File: src/rtl/elevator_scheduler.sv
// elevator_scheduler: LOOK-sweep elevator core. Latches floor calls, moves the
// car one floor per FLOOR_TICKS ticks, holds the doors for DOOR_TICKS ticks and
// presents the current target floor and motion state to the display controller.
module elevator_scheduler #(
    parameter int NUM_FLOORS  = 8,
    parameter int FLOOR_TICKS = 4,
    parameter int DOOR_TICKS  = 8
) (
    input  logic                          clk,
    input  logic                          rst,
    input  logic                          tick,
    input  logic [NUM_FLOORS-1:0]         call_req,
    output logic [NUM_FLOORS-1:0]         destination,
    output logic [1:0]                    sim_state,
    output logic [$clog2(NUM_FLOORS)-1:0] current_floor,
    output logic [NUM_FLOORS-1:0]         pending
);

    localparam int FW = $clog2(NUM_FLOORS);
    localparam int TW = (FLOOR_TICKS > 1) ? $clog2(FLOOR_TICKS) : 1;
    localparam int DW = (DOOR_TICKS > 1) ? $clog2(DOOR_TICKS) : 1;

    localparam logic [TW-1:0] TRAVEL_LAST = TW'(FLOOR_TICKS - 1);
    localparam logic [DW-1:0] DOOR_LAST   = DW'(DOOR_TICKS - 1);

    localparam logic [1:0] S_IDLE  = 2'b00;
    localparam logic [1:0] S_UP    = 2'b01;
    localparam logic [1:0] S_DOWN  = 2'b10;
    localparam logic [1:0] S_DOORS = 2'b11;

    localparam logic DIR_UP   = 1'b1;
    localparam logic DIR_DOWN = 1'b0;

    logic [1:0]            state, state_d;
    logic                  last_dir, last_dir_d;
    logic [TW-1:0]         travel_cnt, travel_cnt_d;
    logic [DW-1:0]         door_cnt, door_cnt_d;
    logic [FW-1:0]         floor_d;
    logic [NUM_FLOORS-1:0] pending_d;

    logic          any_above, any_below;
    logic [FW-1:0] up_floor, down_floor;
    logic [FW-1:0] move_floor;
    logic          has_target;

    // Nearest pending floor above (lowest) and below (highest) the car.
    always_comb begin
        any_above  = 1'b0;
        any_below  = 1'b0;
        up_floor   = '0;
        down_floor = '0;
        // Descending scan: the last hit is the lowest floor above the car.
        for (int i = NUM_FLOORS - 1; i >= 0; i--) begin
            if (pending[i] && (i > int'(current_floor))) begin
                any_above = 1'b1;
                up_floor  = FW'(i);
            end
        end
        // Ascending scan: the last hit is the highest floor below the car.
        for (int i = 0; i < NUM_FLOORS; i++) begin
            if (pending[i] && (i < int'(current_floor))) begin
                any_below  = 1'b1;
                down_floor = FW'(i);
            end
        end
    end

    // Floor the car reaches when the current travel leg completes.
    assign move_floor = (state == S_DOWN) ? current_floor - 1'b1 : current_floor + 1'b1;
    assign has_target = (state == S_DOWN) ? any_below : any_above;

    // Next-state logic: direction choice, travel/dwell timing and request latch.
    always_comb begin
        // NOTE: every output of this block gets a default first, so no path
        // through the case statement can leave a value unassigned (no latch).
        state_d      = state;
        last_dir_d   = last_dir;
        travel_cnt_d = travel_cnt;
        door_cnt_d   = door_cnt;
        floor_d      = current_floor;
        pending_d    = pending | call_req;

        case (state)
            S_IDLE: begin
                if (pending[current_floor]) begin
                    state_d                  = S_DOORS;
                    pending_d[current_floor] = 1'b0;
                end else if (any_above && (!any_below || last_dir == DIR_UP)) begin
                    state_d    = S_UP;
                    last_dir_d = DIR_UP;
                end else if (any_below) begin
                    state_d    = S_DOWN;
                    last_dir_d = DIR_DOWN;
                end
            end

            S_UP, S_DOWN: begin
                if (tick) begin
                    if (travel_cnt == TRAVEL_LAST) begin
                        travel_cnt_d = '0;
                        // A target always exists while moving; the guard only
                        // keeps the car inside the shaft should that ever break.
                        if (has_target) begin
                            floor_d = move_floor;
                            if (pending[move_floor]) begin
                                state_d               = S_DOORS;
                                pending_d[move_floor] = 1'b0;
                            end
                        end
                    end else begin
                        travel_cnt_d = travel_cnt + 1'b1;
                    end
                end
            end

            default: begin
                // Doors open: calls at this floor are absorbed.
                pending_d[current_floor] = 1'b0;
                if (tick) begin
                    if (door_cnt == DOOR_LAST) begin
                        door_cnt_d = '0;
                        state_d    = S_IDLE;
                    end else begin
                        door_cnt_d = door_cnt + 1'b1;
                    end
                end
            end
        endcase
    end

    // State registers with asynchronous reset.
    always_ff @(posedge clk or posedge rst) begin
        if (rst) begin
            state         <= S_IDLE;
            last_dir      <= DIR_UP;
            travel_cnt    <= '0;
            door_cnt      <= '0;
            current_floor <= '0;
            pending       <= '0;
        end else begin
            // NOTE: non-blocking assignments so every register samples the
            // values computed from the same pre-edge state.
            state         <= state_d;
            last_dir      <= last_dir_d;
            travel_cnt    <= travel_cnt_d;
            door_cnt      <= door_cnt_d;
            current_floor <= floor_d;
            pending       <= pending_d;
        end
    end

    // Target floor decode from registered state only.
    always_comb begin
        destination = '0;
        case (state)
            S_UP:    if (any_above) destination[up_floor] = 1'b1;
            S_DOWN:  if (any_below) destination[down_floor] = 1'b1;
            S_DOORS: destination[current_floor] = 1'b1;
            default: destination = '0;
        endcase
    end

    assign sim_state = state;

endmodule

File: config.mk
export PLATFORM = sky130hd
export DESIGN_NAME = elevator_scheduler
export DESIGN_NICKNAME = d
export VERILOG_FILES = /design/src/rtl/elevator_scheduler.sv
export SDC_FILE = /design/constraint.sdc
export NUM_CORES = 1
export LEC_CHECK = 0
export ABC_AREA = 1
export BUFFER_PORTS_ARGS = -buffer_cell sky130_fd_sc_hd__buf_2
export CORE_ASPECT_RATIO = 0.7
export CORE_MARGIN = 4
export CORE_UTILIZATION = 60
export CTS_BUF_LIST = sky130_fd_sc_hd__clkbuf_8 sky130_fd_sc_hd__clkbuf_16
export CTS_CLUSTER_SIZE = 28
export DETAILED_ROUTE_END_ITERATION = 8
export GPL_ROUTABILITY_DRIVEN = 0
export PLACE_DENSITY_LB_ADDON = 0.25
export SYNTH_ARGS = -nofsm -noshare
export SYNTH_HDL_FRONTEND = slang
export SYNTH_SLANG_ARGS = --single-unit
File: constraint.sdc
create_clock -name clk -period 6.5 [get_ports clk]
set_clock_uncertainty 0.15 [all_clocks]
set_input_delay 0 -clock clk [delete_from_list [all_inputs] [get_ports clk]]
set_output_delay 0 -clock clk [all_outputs]
set_load 0.005 [all_outputs]
### Yosys cells after proc, flatten, opt, wreduce, memory -nomap -nowiden

Index checks and enable logic that the tools add are counted.

| operators by class | value |
|---|---|
| bitwise logic cells | 7 |
| multiplexer cells | 64 |
| $add $sub $neg | 4 |
| reduce and logical (&&, ||, !) cells | 32 |
| $lt $le $gt $ge | 22 |
| equality and inequality tests | 10 |

Operators by type and width:

| kind | number |
|---|---|
| $mux 8 | 7 |
| $mux 3 | 14 |
| $mux 1 | 24 |
| $pmux 8 s3 | 1 |
| $mux 2 | 10 |
| $logic_and 1x1->1 | 19 |
| $and 8x8->8 | 2 |
| $lt 3x4->1 const B | 4 |
| $not 8->8 | 2 |
| $pmux 8 s2 | 1 |
| $demux 1 s3 | 4 |
| $ge 3x1->1 const B | 4 |
| $gt 3x3->1 const A | 4 |
| $lt 3x3->1 const A | 3 |
| $ne 2x2->1 const B | 4 |
| $or 8x8->8 | 1 |
| $reduce_and 7->1 | 1 |
| $add 3x1->3 const B | 2 |
| $bmux 1 s3 | 2 |
| $eq 2x2->1 const B | 3 |
| $gt 2x3->1 const A | 2 |
| $lt 1x3->1 const A | 2 |
| $lt 2x3->1 const A | 2 |
| $ne 4x4->1 const B | 1 |
| other kinds (17) | 20 |

| word-level totals | value |
|---|---|
| logic and storage cells | 145 |
| register bits after elaboration | 19 |
| output and inout bits | 21 |
| input port bits | 11 |

### Depth between registers and ports, before layout

Gate-level depths: netlist of the first run.

| logic depth | value |
|---|---|
| depth after elaboration | 15 |
| mapped depth | 16 |
| mapped depth without buffers | 15 |

### Worst setup path after synthesis of the first run

Ideal clock, no wire load.

| path | value |
|---|---|
| path kind | register to register |
| start | register current_floor[0] |
| end | register pending[0] |
| library setup time | 0.118 ns |
| data required time | 6.232 ns |
| buffers on the path | 1 |
| path slack | 4.377 ns |
| cell stages (with the launch flop) | 17 |
| data arrival time | 1.855 ns |
| path through | dfrtp_1 inv_2 buf_6 ha_1 inv_1 nand2_1 nand2_1 nand2_1 nand2_1 nand2_1 nand2_4 nor2_1 nand3_1 nand2_1 o21ai_1 nand2_1 nand2_1 |

| on the way | value |
|---|---|
| longest elaborated chain between the ends | 14 |
| elaborated cells between the ends (all ways) | 70 |
| those cells by class | 2 x add/sub; 18 x order compare; 30 x mux; 4 x bitwise; 16 x reduce/logical |

RTL lines:

| item | RTL line | source |
|---|---|---|
| start, declared | 15 | `output logic [$clog2(NUM_FLOORS)-1:0] current_floor,` |
| start signal, assigned | 147 | `current_floor <= floor_d;` |
| parallel branches: the longest is 13 deep, another holds $lt 3x4->1 | n/a |  |
| $pmux 8 s2 (*) | 83 | `case (state)` |
| via pending_d[0] | 39 | `logic [NUM_FLOORS-1:0] pending_d;` |
| end signal, assigned | 148 | `pending <= pending_d;` |
| end, declared | 16 | `output logic [NUM_FLOORS-1:0] pending` |

Mark *: on every way through the listed nets, which the timed path passes. The select of a mux whose other input is x is not followed.
A chain may end at the register's enable or synchronous reset.

### Final worst setup path of the first run

| path | value |
|---|---|
| start | register current_floor[0] |
| end | output destination[2] |

| on the way | value |
|---|---|
| longest elaborated chain between the ends | 15 |
| elaborated cells between the ends (all ways) | 73 |
| those cells by class | 20 x order compare; 36 x mux; 17 x reduce/logical |

RTL lines:

| item | RTL line | source |
|---|---|---|
| $gt 3x3->1 | 54 | `if (pending[i] && (i > int'(current_floor))) begin` |
| $logic_and 1x1->1 | 54 |  |
| $mux 3 (7 in series) | 54 |  |
| $lt 3x4->1 (not written as such) or $ge 3x1->1 (tied branches) | 156 | `S_UP: if (any_above) destination[up_floor] = 1'b1;` |
| $logic_and 1x1->1 (not written as such) | 156 |  |
| $mux 1 (not written as such) | 156 |  |
| $demux 1 s3 | 156 |  |
| $mux 8 | 156 |  |
| $pmux 8 s3 (*) | 155 | `case (state)` |
| end, declared | 13 | `output logic [NUM_FLOORS-1:0] destination,` |

Every way passes the cells marked *; elsewhere a longest branch is shown, timed or not.

==> impl_metrics.py, run 1 <==
metrics = {
    "outcome": {
        "status": "finished, final reports clean",
    },
    "setup_path": {
        "r2r_start": "current_floor[0]$_DFFE_PP0P_",
        "end_kind": "output pin",
        "path_class": "flip-flop to output pin",
        "critPathLaunch": "current_floor[0]$_DFFE_PP0P_",
        "arrival_ns": 2.81,
        "cp.required_ns": 6.35,
        "reg2reg_setup_slack_ns": 3.58,
        "ff2ff_path_depth": 15,
        "cp_max_fo": 26,
        "r2r_end": "pending[6]$_DFF_PP0_",
        "critPathLaunchType": "flip-flop",
    },
    "layout": {
        "synthToLayoutAreaGrowth_pct": 12.3,
        "drive_gt1_frac": 0.166,
        "nNetsFinal": 441,
        "instances_no_fill": 466,
        "antennaDiodeCount": 0,
        "design_area_um2": 2570,
    },
    "synthesis": {
        "ys_seq_area_frac": 0.208,
        "ys_warn_count": 0,
        "synth.distinct_cells": 35,
        "synthTopCellsByArea": "nand2_1 (20%), dfrtp_1 (20%), nor2_1 (7.7%)",
        "yosysMostFrequentCell": "nand2_1",
        "synth-async-reset-ratio": 1.00,
        "synth-xor-area-share": 0.00711,
        "synth_top_area_share": 0.204,
        "synth_edf_count": 0,
        "synth.area.mux_share": 0.0148,
        "yosys_register_bits": 19,
        "syn_nets": 407,
        "synth_top_family_by_area": "simple AND/OR/NAND/NOR gates",
        "synth_top_cells_by_count": "nand2_1 (124), nor2_1 (47), inv_1 (43)",
        "syn_area_um2": 2290,
        "yosys.area_share.simple": 0.464,
        "yosysTopAreaCell": "nand2_1",
        "synthAdderAreaFrac": 0.0711,
        "synth-main-ff-cell": "dfrtp_1",
        "synth_compound_area_frac": 0.114,
        "avgSynthCellArea_um2": 5.97,
        "synthCells": 383,
    },
    "clocking": {
        "clock_latency_ns": 0.26,
        "cts-htree-levels": 1,
        "cts_tree": "built",
        "cts-root-buf": "clkbuf_8",
        "clkSlewWorstSetupHoldPaths_ns": 0.07,
        "clock_sinks": 19,
        "ctsLongestPathBuffers": 2,
        "cts_buffers": 3,
    },
    "floorplan": {
        "die-area_um2": 4880,
        "core_um2": 3600,
        "ios": 32,
        "num_rows": 18,
        "start_util": 0.635,
        "dieHeight_um": 59.7,
        "die_x_um": 81.8,
    },
    "grt": {
        "grt_pass1_vias": 2183,
        "antenna_found_initial": 0,
        "grt_pass1_wl_um": 10500,
        "grt_max_degree": 27,
        "grt_usage": 0.283,
        "grt_overflow_total": 0,
    },
    "hold_path": {
        "min_to": "door_cnt[0]$_DFFE_PP0P_",
        "min_path_type": "input pin to flip-flop",
        "whs_path_depth": 3,
        "hp-start": "tick",
    },
    "sta": {
        "fmax_mhz": 338,
        "tns_ns": 0,
        "slew_viol_final": 0,
        "fin_crit_ns": 2.96,
        "hold_viol_final": 0,
        "rsz0062_at_grt": "false",
        "period_share": 0.455,
        "maxSlewHeadroom": 0.406,
        "tightest_slew_ns": 0.890,
        "finalSetupViolations": 0,
    },
    "drt": {
        "dr.pass1.iters": 6,
        "via_per_inst": 5.54,
        "drtIter0Drc": 278,
        "wire_per_inst_um": 14.2,
        "drt_wl_total_um": 6600,
        "drtAntennaViolNets": 0,
        "drc": 0,
        "routed-via-count": 2582,
    },
    "flow_run": {
        "maxCapViolCount": 0,
    },
    "placed_design": {
        "hpwl_um": 4920,
        "port-buffer-count": 31,
        "place_inst": 453,
        "placed_cell_area_um2": 2430,
    },
}
## cells in the final DEF, fill, tap and decap left out, types with 2 or more instances in the layout
| cell type | Yosys | final |
|---|---|---|
| o21ai_0 | 3 | 3 |
| clkinv_1 | 5 | 5 |
| inv_2 | 4 | 4 |
| inv_1 | 43 | 44 |
| nor2_1 | 47 | 47 |
| o21ai_2 | 2 | 2 |
| buf_2 | 1 | 31 |
| clkbuf_8 | 0 | 3 |
| nand2_4 | 6 | 6 |
| nor3_1 | 5 | 5 |
| nor2_8 | 2 | 2 |
| nor2_2 | 6 | 6 |
| nand2_1 | 124 | 124 |
| dlygate4sd3_1 | 0 | 9 |
| dfrtp_1 | 18 | 18 |
| mux2_2 | 3 | 3 |
| a31oi_1 | 4 | 4 |
| o21ai_1 | 21 | 21 |
| nand4_1 | 3 | 3 |
| nand3_1 | 34 | 34 |
| nand2_2 | 6 | 6 |
| ha_1 | 13 | 13 |
| a21oi_1 | 12 | 12 |
| a21oi_2 | 2 | 2 |
## flip-flops by register name, indices dropped and copies added, names as in the netlist
register / cells
pending: 8
door_cnt: 3
sim_state: 2
last_dir: 1
current_floor: 3
travel_cnt: 2
## cells by family (layout without fill, tap and decap cells)
kind of cell             after synthesis  in the layout
AND/OR/NAND/NOR                      236            236
AO/OA/AOI/OAI                         47             47
multiplexers                           3              3
flip-flops                            19             19
XOR/XNOR                               1              1
buffers and inverters                 64             97
adder cells (fa/ha/maj)               13             13
## per-stage QoR
stage          setup WS, ns   util  hold slack (ns)
6_report               3.54  0.713           0.0770
5_1_grt                3.29  0.713            0.118
3_5_place_dp           3.67  0.675          0.00634
3_3_place_gp           3.77  0.675          0.00808
2_1_floorplan          4.38      -           -0.200
4_1_cts                3.62  0.713           0.0742
## critical path, cell delays in order, from the launching register on
cell     delay, ns
dfrtp_1       0.93
inv_2         0.27
ha_1          0.31
a21oi_1       0.16
nand2_1       0.08
nand2_1       0.09
nand2_1       0.05
nand2_1       0.05
nand2_1       0.10
inv_1         0.11
nand3_1       0.08
nand3_1       0.11
nand2_1       0.06
inv_1         0.05
buf_2         0.10
## worst max path at each step
stage,to,slack (ns),cells after the start
floorplan,pending[0]$_DFF_PP0_,4.38,16
global placement,pending[6]$_DFF_PP0_,3.77,15
detailed placement,pending[3]$_DFF_PP0_,3.67,15
CTS,destination[2],3.62,14
global route,pending[6]$_DFF_PP0_,3.29,15
finish,destination[2],3.54,14
## metal layers
layer,part of all wire,vias to the layer above,global-route usage
li1,-,1271,-
met1,0.45,1157,0.431
met5,0,-,0
met2,0.42,143,0.413
met4,0.013,0,0.0427
met3,0.11,11,0.0663
## cell type report
type                       instances  area, um^2
fill                             314        1040
multi-input combinational        300        1540
inverter                          53         201
clock buffer                       3        41.3
clock inverter                     1        3.75
tap                               50        62.6
timing repair buffer              40         245
sequential                        19         477
## repair_timing
action / 4_1_cts / 5_1_grt
hold buffers: 9 / 0
resized for setup: 0 / 0
buffers inserted: 0 / 0
endpoints found under the hold margin: 26 / 0
Power of run 1 is left out: the tool's default activity adds up to more than one toggle a clock period on the data nets, which glitch-free logic cannot reach.
==> inputs of run 2 (changes only) <==
--- a/config.mk
+++ b/config.mk
@@ -9,7 +9,7 @@
 export BUFFER_PORTS_ARGS = -buffer_cell sky130_fd_sc_hd__buf_2
 export CORE_ASPECT_RATIO = 0.7
 export CORE_MARGIN = 4
-export CORE_UTILIZATION = 60
+export CORE_UTILIZATION = 58
 export CTS_BUF_LIST = sky130_fd_sc_hd__clkbuf_8 sky130_fd_sc_hd__clkbuf_16
 export CTS_CLUSTER_SIZE = 28
 export DETAILED_ROUTE_END_ITERATION = 8
==> constraint.sdc (replaced) <==
create_clock -name clk -period 2.8 [get_ports clk]
set_clock_uncertainty 0.15 [all_clocks]
set_input_delay 0 -clock clk [delete_from_list [all_inputs] [get_ports clk]]
set_output_delay 0 -clock clk [all_outputs]
set_load 0.005 [all_outputs]
==> run 2 against run 1 <==
  * Via count fell by 0.62%
  * Cell area rose by 1.2%
  * Clock-buffer cell count did not move
  * Wire length fell by 1.1%
  * Critical path depth rose by 1
  * Sequential cell count did not move
  * Worst setup slack got worse by 3.2 ns
  * Hold slack improved by 0.019 ns
  * Core utilization fell by 0.057 points
  * First-iteration DRC count rose by 19%
  * Cell count rose by 0.86%
  * Die area rose by 3.0%
  * Largest cell class unchanged
==> impl_metrics.py, run 2 (synthesis gave the netlist of run 1 again) <==
metrics = {
    "outcome": {
        "status": "finished, final reports clean",
    },
    "clocking": {
        "cts_resized": 0,
        "cts_tree": "built",
        "clock_sinks": 19,
        "cts_buffers": 3,
        "clock_latency_ns": 0.26,
        "cts-root-buf": "clkbuf_8",
        "cts-htree-levels": 1,
        "clkSlewWorstSetupHoldPaths_ns": 0.08,
        "ctsLongestPathBuffers": 2,
    },
    "pwr": {
        "ir_drop_v": 0.000823,
        "power_switching_mw": 2.24,
        "p_leak_nw": 1.40,
        "p_sw_frac": 0.599,
        "pwr-share-clk": 0.053,
        "seq_power_share": 0.170,
        "power.density_nw_per_um2": 1440,
        "comb_power_share": 0.777,
        "p_int_mw": 1.50,
    },
    "sta": {
        "slew_viol_final": 0,
        "tns_ns": 0,
        "rsz0062_at_grt": "false",
        "tightest_slew_ns": 0.757,
        "fmax_mhz": 400,
        "period_share": 0.893,
        "maxSlewHeadroom": 0.495,
        "hold_viol_final": 0,
        "final.setup.worst_slack_ns": 0.299,
        "finalSetupViolations": 0,
        "fin_crit_ns": 2.50,
    },
    "floorplan": {
        "die-area_um2": 5030,
        "core_um2": 3650,
        "die_x_um": 83.1,
        "dieHeight_um": 60.5,
        "start_util": 0.627,
        "num_rows": 18,
        "ios": 32,
    },
    "hold_path": {
        "min_to": "door_cnt[0]$_DFFE_PP0P_",
        "hp-start": "tick",
        "min_path_type": "input pin to flip-flop",
        "whs_path_depth": 3,
    },
    "setup_path": {
        "end_kind": "flip-flop",
        "critPathLaunchType": "flip-flop",
        "cp.required_ns": 2.81,
        "r2r_start": "sim_state[0]$_DFFE_PP0P_",
        "reg2reg_setup_slack_ns": 0.30,
        "path_class": "flip-flop to flip-flop",
        "cp_max_fo": 10,
        "r2r_end": "pending[0]$_DFF_PP0_",
        "ff2ff_path_depth": 15,
        "arrival_ns": 2.51,
    },
    "drt": {
        "wl_met3_um": 724,
        "wire_per_inst_um": 13.9,
        "routed-via-count": 2566,
        "via_per_inst": 5.46,
        "drtAntennaViolNets": 0,
        "wl_met2_um": 2700,
        "drc": 0,
        "wl_met1_um": 3010,
        "drt_wl_total_um": 6530,
        "top_layer": "met4",
        "drtIter0Drc": 332,
        "dr.pass1.iters": 6,
    },
    "grt": {
        "grt_max_degree": 20,
        "grt_pass1_wl_um": 10800,
        "grt_pass1_vias": 2201,
        "grt_usage": 0.267,
        "grt_overflow_total": 0,
        "antenna_found_initial": 0,
    },
    "layout": {
        "final_cell_mix": "nand2_1 (124), nor2_1 (47), inv_1 (44)",
        "synthToLayoutAreaGrowth_pct": 13.6,
        "reg.largest.list": "pending x8, current_floor x3, door_cnt x3",
        "regMostFlops": "pending",
        "antennaDiodeCount": 0,
        "nNetsFinal": 445,
        "largest_reg_flops": 8,
        "n_fill_cell": 333,
        "final_common_cell": "nand2_1",
        "drive_gt1_frac": 0.174,
    },
    "placed_design": {
        "hpwl_um": 5040,
        "place_ws_ns": 0.387,
        "port-buffer-count": 31,
    },
    "flow_run": {
        "maxCapViolCount": 0,
    },
}
[run 2: changes by cell type in the layout (fill, tap and decap cells not counted), sizes merged]
cell / previous run / this run
buf: 31 / 35
[run 2: what timing repair did]
action,CTS,global route
buffers inserted,0,0
hold endpoints to repair,26,0
hold buffers,9,0
endpoints found under the setup margin,0,0
[run 2: area by class of cell]
cell class              instances  area, um^2  area share
well taps                      50        62.6      0.0241
inverters                      53         201      0.0776
clock buffers                   3        41.3      0.0159
clock inverters                 1        3.75     0.00145
flip-flops and latches         19         477       0.184
repair buffers                 44         275       0.106
multi-input cells             300        1540       0.592
[run 2: worst max-delay path by stage]
stage	startpoint	end	slack, ns	cells after the start
after floorplan	current_floor[0]$_DFFE_PP0P_	pending[0]$_DFF_PP0_	0.68	16
after global placement	sim_state[0]$_DFFE_PP0P_	pending[2]$_DFF_PP0_	0.45	15
after detailed placement	sim_state[0]$_DFFE_PP0P_	pending[3]$_DFF_PP0_	0.39	15
after CTS	sim_state[0]$_DFFE_PP0P_	pending[3]$_DFF_PP0_	0.37	15
after global routing	sim_state[0]$_DFFE_PP0P_	pending[1]$_DFF_PP0_	0.11	15
final	sim_state[0]$_DFFE_PP0P_	pending[0]$_DFF_PP0_	0.30	15
[run 2: metal layers]
layer  GRT usage  vias up
met5           0        -
met4      0.0606        0
met3      0.0597       17
met2       0.405      155
met1       0.392     1114
li1            -     1280
[run 2: through the flow]
step,cell area [um^2],utilization,total power [mW],hold slack (ns),cells
finish,2600,0.712,3.75,0.0964,470
global placement,2460,0.675,3.41,0.0219,457
detailed placement,2460,0.675,3.47,0.0271,457
floorplan,2290,-,2.83,-0.200,383
CTS,2600,0.712,3.69,0.0794,470
global route,2600,0.712,4.14,0.118,470
[run 2: power groups by stage]
stage                     Sequential, mW  Combinational [mW]  Clock (mW)
after global routing               0.665                3.26       0.213
after CTS                          0.632                2.85       0.200
after global placement             0.628                2.78           0
final                              0.638                2.91       0.197
after floorplan                    0.570                2.26           0
after detailed placement           0.636                2.83           0
[run 2: worst max-delay path, stage by stage, from the launching register on]
cell	delay, ns
dfrtp_1	0.47
inv_1	0.14
ha_1	0.43
inv_2	0.15
nand2_1	0.10
nand2_1	0.12
nand3_1	0.10
nand2_1	0.05
nand2_1	0.10
nand2_4	0.10
nor2_1	0.16
nand3_1	0.09
nand2_1	0.06
o21ai_1	0.06
nand2_1	0.07
nand2_1	0.06
Note: power is estimated with default switching activity, not from simulation.
==> inputs of run 3 (changes only) <==
--- a/config.mk
+++ b/config.mk
@@ -9,11 +9,12 @@
 export BUFFER_PORTS_ARGS = -buffer_cell sky130_fd_sc_hd__buf_2
 export CORE_ASPECT_RATIO = 0.7
 export CORE_MARGIN = 4
-export CORE_UTILIZATION = 58
+export CORE_UTILIZATION = 53
 export CTS_BUF_LIST = sky130_fd_sc_hd__clkbuf_8 sky130_fd_sc_hd__clkbuf_16
 export CTS_CLUSTER_SIZE = 28
 export DETAILED_ROUTE_END_ITERATION = 8
 export GPL_ROUTABILITY_DRIVEN = 0
+export GPL_TIMING_DRIVEN = 0
 export PLACE_DENSITY_LB_ADDON = 0.25
 export SYNTH_ARGS = -nofsm -noshare
 export SYNTH_HDL_FRONTEND = slang
==> constraint.sdc (replaced) <==
create_clock -name clk -period 2.1 [get_ports clk]
set_clock_uncertainty 0.15 [all_clocks]
set_input_delay 0 -clock clk [delete_from_list [all_inputs] [get_ports clk]]
set_output_delay 0 -clock clk [all_outputs]
set_load 0.005 [all_outputs]
==> run 3 against run 2 <==
  * The run now ends with setup timing left
  * Fmax rose by 5.7%
  * Clock-buffer cell count did not move
  * Sequential share of layout area fell by 3.2 points
  * Hold slack got worse by 0.090 ns
  * Sequential cell count did not move
  * Cell area rose by 22%
  * Register-to-register slack got worse by 0.57 ns
  * Critical path depth did not move
  * Wire length rose by 25%
  * Largest cell class unchanged
  * Highest routed layer unchanged
==> impl_metrics.py, run 3 (synthesis gave the netlist of run 1 again) <==
metrics = {
    "setup_path": {
        "r2r_end": "pending[4]$_DFF_PP0_",
        "path_class": "flip-flop to flip-flop",
        "cp.required_ns": 2.10,
        "ff2ff_path_depth": 15,
        "end_kind": "flip-flop",
        "arrival_ns": 2.36,
        "r2r_start": "current_floor[0]$_DFFE_PP0P_",
        "reg2reg_setup_slack_ns": -0.27,
        "crit_end": "pending[4]$_DFF_PP0_",
        "critPathLaunch": "current_floor[0]$_DFFE_PP0P_",
        "cp_max_fo": 7,
        "critPathLaunchType": "flip-flop",
    },
    "clocking": {
        "cts_tree": "built",
        "cts_buffers": 3,
        "ctsLongestPathBuffers": 2,
        "cts-root-buf": "clkbuf_8",
        "cts-htree-levels": 1,
        "clkSlewWorstSetupHoldPaths_ns": 0.07,
        "clock_latency_ns": 0.26,
        "clock_sinks": 19,
    },
    "layout": {
        "antennaDiodeCount": 0,
        "regMostFlops": "pending",
        "reg.largest.list": "pending x8, current_floor x3, door_cnt x3",
        "synthToLayoutAreaGrowth_pct": 38.6,
        "final_cell_mix": "nand2_1 (100), inv_1 (39), nor2_1 (35)",
        "n_fill_cell": 281,
        "largest_reg_flops": 8,
        "drive_gt1_frac": 0.346,
        "nNetsFinal": 476,
        "design_area_um2": 3170,
        "final_common_cell": "nand2_1",
    },
    "grt": {
        "grt_max_degree": 20,
        "grt_usage": 0.266,
        "antenna_found_initial": 0,
        "grt_pass1_wl_um": 11700,
        "grt_overflow_total": 0,
        "grt_pass1_vias": 2446,
    },
    "floorplan": {
        "dieHeight_um": 63.0,
        "die-area_um2": 5450,
        "start_util": 0.566,
        "core_um2": 4040,
        "die_x_um": 86.5,
        "ios": 32,
        "num_rows": 19,
    },
    "sta": {
        "final.setup.worst_slack_ns": -0.266,
        "tightest_slew_ns": 0.762,
        "finalSetupViolations": 21,
        "fin_crit_ns": 2.37,
        "rsz0062_at_grt": "true",
        "slew_viol_final": 0,
        "tns_ns": -1.96,
        "hold_viol_final": 0,
        "maxSlewHeadroom": 0.491,
        "fmax_mhz": 423,
        "period_share": 1.13,
    },
    "flow_run": {
        "maxCapViolCount": 0,
    },
    "drt": {
        "via_per_inst": 5.70,
        "drtIter0Drc": 431,
        "routed-via-count": 2869,
        "drc": 0,
        "drt_wl_total_um": 8160,
        "drtAntennaViolNets": 0,
        "wire_per_inst_um": 16.2,
        "dr.pass1.iters": 7,
    },
    "placed_design": {
        "place_ws_ns": -0.265,
        "placed_cell_area_um2": 2510,
        "port-buffer-count": 31,
        "hpwl_um": 5020,
    },
    "hold_path": {
        "min_path_type": "input pin to flip-flop",
    },
    "outcome": {
        "status": "finished, violations left",
        "violations": "setup timing",
    },
}
## run 3: final cells by class
cell class | count | area (um^2) | share of cell area
clock buffer | 3 | 41.3 | 0.0130
sequential | 19 | 479 | 0.151
buffer | 10 | 86.3 | 0.0272
tap | 52 | 65.1 | 0.0205
multi-input combinational | 302 | 1840 | 0.582
inverter | 53 | 210 | 0.0663
clock inverter | 1 | 3.75 | 0.00118
timing repair buffer | 63 | 440 | 0.139
## run 3: timing repair
action,4_1_cts,5_1_grt
endpoints found under the setup margin,21,21
pin swaps,20,35
hold buffers,9,0
buffers inserted,16,7
gates cloned,1,1
hold endpoints to repair,26,0
gates resized for setup,35,56
## run 3: worst min-delay path by stage
stage	startpoint	end	slack [ns]	cells after the start
finish	tick	travel_cnt[0]$_DFFE_PP0P_	0.007	3
global route	tick	travel_cnt[0]$_DFFE_PP0P_	0.02	3
CTS	tick	travel_cnt[0]$_DFFE_PP0P_	0.007	3
detailed placement	rst	travel_cnt[1]$_DFFE_PP0P_	0.02	2
global placement	rst	travel_cnt[1]$_DFFE_PP0P_	0.01	2
floorplan	rst	current_floor[1]$_DFFE_PP0P_	-0.20	1
## run 3: routing by layer
metal / vias to the layer above / track usage / wire, um
met3: 44 / 0.0395 / 870
met5: - / 0 / 0
met2: 217 / 0.413 / 3700
met1: 1255 / 0.391 / 3290
met4: 0 / 0.0467 / 303
li1: 1353 / - / -
## run 3: worst max-delay path: stages, from the launching register on
cell,delay (ns)
dfrtp_2,0.46
inv_2,0.07
buf_8,0.14
ha_4,0.29
inv_4,0.04
nand2_2,0.06
nand2_4,0.06
buf_4,0.15
nor2_2,0.16
nand2_1,0.10
nor2_2,0.10
nand3_1,0.13
nand2_1,0.11
o21ai_1,0.07
nand2_1,0.09
nand2_1,0.07
## run 3: per-stage QoR
| stage | std cells | util | hold WS, ns |
|---|---|---|---|
| 2_1_floorplan | 383 | - | -0.200 |
| 3_3_place_gp | 466 | 0.621 | 0.0111 |
| 3_5_place_dp | 466 | 0.621 | 0.0194 |
| 4_1_cts | 495 | 0.717 | 0.00653 |
| 5_1_grt | 503 | 0.785 | 0.0165 |
| 6_report | 503 | 0.785 | 0.00653 |
Power of run 3 is left out for the same reason.
